File: src/rtl/imm_pkg.sv
// Shared types and constants for the immediate-extraction pipeline.
package imm_pkg;

   localparam int INSTR_WIDTH = 32;
   localparam int XLEN_32     = 32;
   localparam int XLEN_64     = 64;

   typedef enum logic [2:0] {
      SEL_I  = 3'd0,
      SEL_S  = 3'd1,
      SEL_B  = 3'd2,
      SEL_J  = 3'd3,
      SEL_U  = 3'd4,
      SEL_SH = 3'd5
   } imm_sel_t;

   function automatic bit xlen_legal(input int xlen);
      return (xlen == XLEN_32) || (xlen == XLEN_64);
   endfunction

endpackage

File: src/rtl/imm_extract.sv
// Combinational RISC-V immediate decode: sign-extended formats, a zero-extended
// shift amount, and an error flag for the two unassigned selector codes.
module imm_extract
   import imm_pkg::*;
#(
   parameter int XLEN = 32
) (
   input  logic [INSTR_WIDTH-1:7] instr,
   input  logic [2:0]             sel,
   output logic [XLEN-1:0]        imm,
   output logic                   err
);

   // RV64 shifts take a 6-bit amount, RV32 a 5-bit one.
   localparam int SHW = (XLEN == XLEN_64) ? 6 : 5;

   if (!xlen_legal(XLEN)) begin : g_bad_xlen
      $error("imm_extract: XLEN must be 32 or 64");
   end

   logic [31:0] imm32;
   logic        sext;

   always_comb begin
      imm32 = '0;
      sext  = 1'b1;
      err   = 1'b0;
      case (sel)
         SEL_I:   imm32 = {{20{instr[31]}}, instr[31:20]};
         SEL_S:   imm32 = {{20{instr[31]}}, instr[31:25], instr[11:7]};
         SEL_B:   imm32 = {{19{instr[31]}}, instr[31], instr[7], instr[30:25], instr[11:8], 1'b0};
         SEL_J:   imm32 = {{11{instr[31]}}, instr[31], instr[19:12], instr[20], instr[30:21], 1'b0};
         SEL_U:   imm32 = {instr[31:12], 12'b0};
         SEL_SH:  sext  = 1'b0;
         default: begin
            sext = 1'b0;
            err  = 1'b1;
         end
      endcase
   end

   always_comb begin
      imm = '0;
      if (sext) begin
         imm        = {XLEN{imm32[31]}};
         imm[31:0]  = imm32;
      end else if (!err) begin
         imm[SHW-1:0] = instr[20+SHW-1:20];
      end
   end

endmodule

File: src/rtl/imm_pipe.sv
// Valid/ready wrapper around imm_extract: a main output slot plus a skid slot,
// so in_ready can be a flop with no combinational path from out_ready.
module imm_pipe
   import imm_pkg::*;
#(
   parameter int XLEN  = 32,
   parameter int TAG_W = 5
) (
   input  logic                   clk,
   input  logic                   reset_n,
   input  logic                   in_valid,
   output logic                   in_ready,
   input  logic [INSTR_WIDTH-1:7] in_instr,
   input  logic [2:0]             in_sel,
   input  logic [TAG_W-1:0]       in_tag,
   output logic                   out_valid,
   input  logic                   out_ready,
   output logic [XLEN-1:0]        out_imm,
   output logic [TAG_W-1:0]       out_tag,
   output logic                   out_err
);

   typedef struct packed {
      logic [XLEN-1:0]  imm;
      logic [TAG_W-1:0] tag;
      logic             err;
   } slot_t;

   logic [XLEN-1:0] dec_imm;
   logic            dec_err;
   slot_t           dec, main_q, skid_q;
   logic            main_valid, skid_valid;
   logic            accept;

   imm_extract #(.XLEN(XLEN)) u_extract (
      .instr (in_instr),
      .sel   (in_sel),
      .imm   (dec_imm),
      .err   (dec_err)
   );

   always_comb begin
      dec     = '0;
      dec.imm = dec_imm;
      dec.tag = in_tag;
      dec.err = dec_err;
   end

   assign in_ready = !skid_valid;
   assign accept   = in_valid && in_ready;

   // Skid is only ever full while main is full, so draining skid keeps main valid.
   always_ff @(posedge clk) begin
      if (!reset_n) begin
         main_valid <= 1'b0;
         skid_valid <= 1'b0;
         main_q     <= '0;
         skid_q     <= '0;
      end else if (skid_valid) begin
         if (out_ready) begin
            main_q     <= skid_q;
            skid_valid <= 1'b0;
         end
      end else if (accept) begin
         if (!main_valid || out_ready) begin
            main_q     <= dec;
            main_valid <= 1'b1;
         end else begin
            skid_q     <= dec;
            skid_valid <= 1'b1;
         end
      end else if (out_ready) begin
         main_valid <= 1'b0;
      end
   end

   assign out_valid = main_valid;
   assign out_imm   = main_q.imm;
   assign out_tag   = main_q.tag;
   assign out_err   = main_q.err;

endmodule

File: config.mk
export PLATFORM = sky130hd
export DESIGN_NAME = imm_pipe
export DESIGN_NICKNAME = d
export VERILOG_FILES = /design/src/rtl/imm_pkg.sv /design/src/rtl/imm_extract.sv /design/src/rtl/imm_pipe.sv
export SDC_FILE = /design/constraint.sdc
export NUM_CORES = 1
export LEC_CHECK = 0
export BUFFER_PORTS_ARGS = -buffer_cell sky130_fd_sc_hd__clkbuf_2
export CAP_MARGIN = 25
export CORE_MARGIN = 2
export CORE_UTILIZATION = 35
export CTS_CLUSTER_DIAMETER = 120
export DETAILED_ROUTE_END_ITERATION = 6
export GPL_ROUTABILITY_DRIVEN = 0
export PLACE_DENSITY = 0.53
export SYNTH_ARGS = -nofsm -noshare
export SYNTH_HDL_FRONTEND = slang
export SYNTH_SLANG_ARGS = --single-unit
File: constraint.sdc
create_clock -name clk -period 1.5 [get_ports clk]
set_input_delay 0.3 -clock clk [delete_from_list [all_inputs] [get_ports clk]]
set_output_delay 0.3 -clock clk [all_outputs]
set_load 0.01 [all_outputs]
==> impl_metrics.yaml <==
detailed_routing:
  drt_pass1_iterations: 4
  viasPerCell: 5.39
  antenna_left: 0
  routedWlPerCell_um: 16.3
  drc: 0
  num_vias: 3598
  drt_iter0_drc: 119
  wirelength_mm: 10.9
logic_synthesis:
  syn_avg_cell_area_sq_um: 8.72
  yosysSeqAreaShare_pct: 40.9
  synthArstFlopShare_pct: 0
  ys_top_cells_by_area: "dfxtp_1 (41%), a21oi_1 (5.9%), nand2_1 (5.1%)"
  ys_types: 42
  synth_warnings: 0
  yosysTopAreaCellShare_pct: 40.9
  synth_area_sq_mm: 0.00382
  synth_seq_cells: 78
  synthFlopType: "dfxtp_1"
  syn_nets: 475
  synth_edf_count: 0
  yosysTopAreaCell: "dfxtp_1"
  synthCells: 438
timing:
  fin_crit_ns: 1.47
  clock_skew_ns: 0.0130
  rsz0062_at_grt: "true"
  worstMarginPinSlew_ns: 0.276
  hold_viol: 0
  period_share_pct: 98.0
  slew_headroom_pct: 81.1
  fmax_mhz: 680
  slew_violations: 0
  whs_ns: 0.173
  setup_viol: 0
setup_path:
  crit_path_end_kind: "register"
  cp_slowest_cell: "dfxtp_4"
  required_ns: 1.78
  arrival_ns: 1.75
  critPathMaxStageDelay_ns: 0.36
  path_cells: "buf_4 > nand2b_4 > nor3b_4 > buf_6 > buf_12 > o21ai_0 > a21oi_1"
  cp_max_fo: 19
  cp-start-kind: "register"
  critical_path_class: "reg -> reg"
floorplanning:
  initial_core_util_pct: 35.5
  die_x_um: 108
  std_cell_rows: 38
  fp.dieH_um: 108
  fp.dieArea_sq_mm: 0.0118
  io_pins: 77
  coreArea_sq_mm: 0.0107
status:
  outcome: "finished clean"
clocking:
  cts_made_buffers: 9
  cts.sinks: 78
  clock_latency_ns: 0.36
  clk_root_buffer_cell: "clkbuf_8"
  cts_tree: "built"
  postCtsHoldBufs: 0
  htreeDepth: 3
  clk_pin_slew_ns: 0.09
  clockBufferDepth: 2
cells_and_area:
  drive_above_1_share_pct: 28.7
  syn2layout_area_growth_pct: 26.0
  fin_nets: 559
  final_cells: 667
  diodes: 0
global_route:
  grt_pass1_wl_mm: 17.0
  grt_pass1_vias: 3382
  gr-total-overflow: 0
  antenna_found_initial: 0
  grt_usage_pct: 18.7
  grt_max_degree: 35
power:
  peakVddDrop_mv: 0.366
  leakage_nw: 2.07
  p_total_w: 0.00462
  powerDensity_mw_per_mm2: 960
placed_design:
  port_buffers: 76
  dp_hpwl_mm: 7.31
  dp.cells: 640
hold_path:
  hp-class: "in -> reg"
job:
  drv_cap: 0
==> where the power goes <==
part	internal [W]	total, W	switching (W)
clock	0.000766	0.00155	0.000781
combinational	0.000381	0.000835	0.000454
sequential	0.00218	0.00223	0.0000562
==> per-layer routing <==
layer  routed length, um  share of wire (%)  GRT usage, %
met5                   0                  0             0
met3                 454                4.2          3.32
met2                5220                 48          30.8
met1                5060                 46          24.4
met4                 157                1.4          6.78
==> metrics by stage <==
step | util, % | instance area (sq um) | TNS, ns | worst slack (ns)
floorplan | - | 3820 | 0 | 0.209
global placement | 41.3 | 4440 | 0 | 0.0318
detailed placement | 41.3 | 4440 | -0.112 | -0.0533
CTS | 43.8 | 4710 | -0.0736 | -0.0117
global route | 44.8 | 4810 | -0.682 | -0.0557
finish | 44.8 | 4810 | 0 | 0.0296
==> layout by cell type, fill, tap and decap left out, drive strengths merged, types with 2 or more instances in the layout <==
cell     netlist  final
o211a         13     13
a2111oi        2      2
mux2i         14     14
o21ai         29     29
o211ai        11     11
a21boi        22     22
nor2b         11     11
inv            3      2
and2           2      2
clkinv         0      5
nor3           4      4
buf           35     42
a21oi         45     45
a31oi          9      9
clkbuf        12     86
nor3b         14     14
o22ai          5      5
o221ai         8      8
o311ai         4      4
nand3         20     20
and3           5      5
nand2         52     52
nor2           8      9
nand2b         6      6
a211o         10     10
dfxtp         78     78
o22a           9      9
==> worst max-delay path, delay by kind of cell (launching register included) <==
family | cells | cell delay (ns)
flip-flops | 1 | 0.36
AND/OR/NAND/NOR | 2 | 0.36
buffers and inverters | 3 | 0.43
AO/OA/AOI/OAI | 2 | 0.23
==> repair_timing <==
action	in CTS	in global routing
pin swaps	0	2
setup buffers	5	4
setup endpoints to repair	1	56
gates cloned	1	2
gates resized for setup	4	22
==> layout make-up <==
cell class                 instances  area [sq um]
fill                            1079          5930
multi-input combinational        311          2000
sequential                        78          1570
timing repair buffer             119           863
tap                              140           175
clock buffer                      10           128
clock inverter                     6          62.6
inverter                           3          15.0
==> cells in the mapped netlist (all sizes together), types with 2 or more instances <==
cell type / count
a2111oi: 2
a211o: 10
a21boi: 22
a21oi: 45
a31oi: 9
and2: 2
and3: 5
buf: 35
clkbuf: 12
dfxtp: 78
inv: 3
mux2i: 14
nand2: 52
nand2b: 6
nand3: 20
nor2: 8
nor2b: 11
nor3: 4
nor3b: 14
o211a: 13
o211ai: 11
o21ai: 29
o221ai: 8
o22a: 9
o22ai: 5
o311ai: 4
==> path summary, 6_finish.rpt <==
check                   start          end  slack, ns  cells past startpoint
setup / recovery   skid_valid   skid_q[25]       0.03                      7
hold / removal      in_tag[0]    skid_q[1]       0.17                      3
setup reg to reg   skid_valid   skid_q[25]       0.03                      7
hold reg to reg   out_imm[29]  out_imm[29]       0.45                      2
==> logic make-up after synthesis <==
| group | count (synthesis) | share of synthesized area (%) |
|---|---|---|
| compound gates | 170 | 30.7 |
| simple gates | 125 | 16.8 |
| flops | 78 | 40.9 |
| buf+inv | 50 | 7.60 |
| mux | 15 | 3.97 |
==> registers in the layout, summed over array words and instances (netlist names) <==
name and cells:
out_imm 32, out_err 1, out_valid 1, skid_q 38
out_tag 5, skid_valid 1
Note: power is estimated with default switching activity, not from simulation.
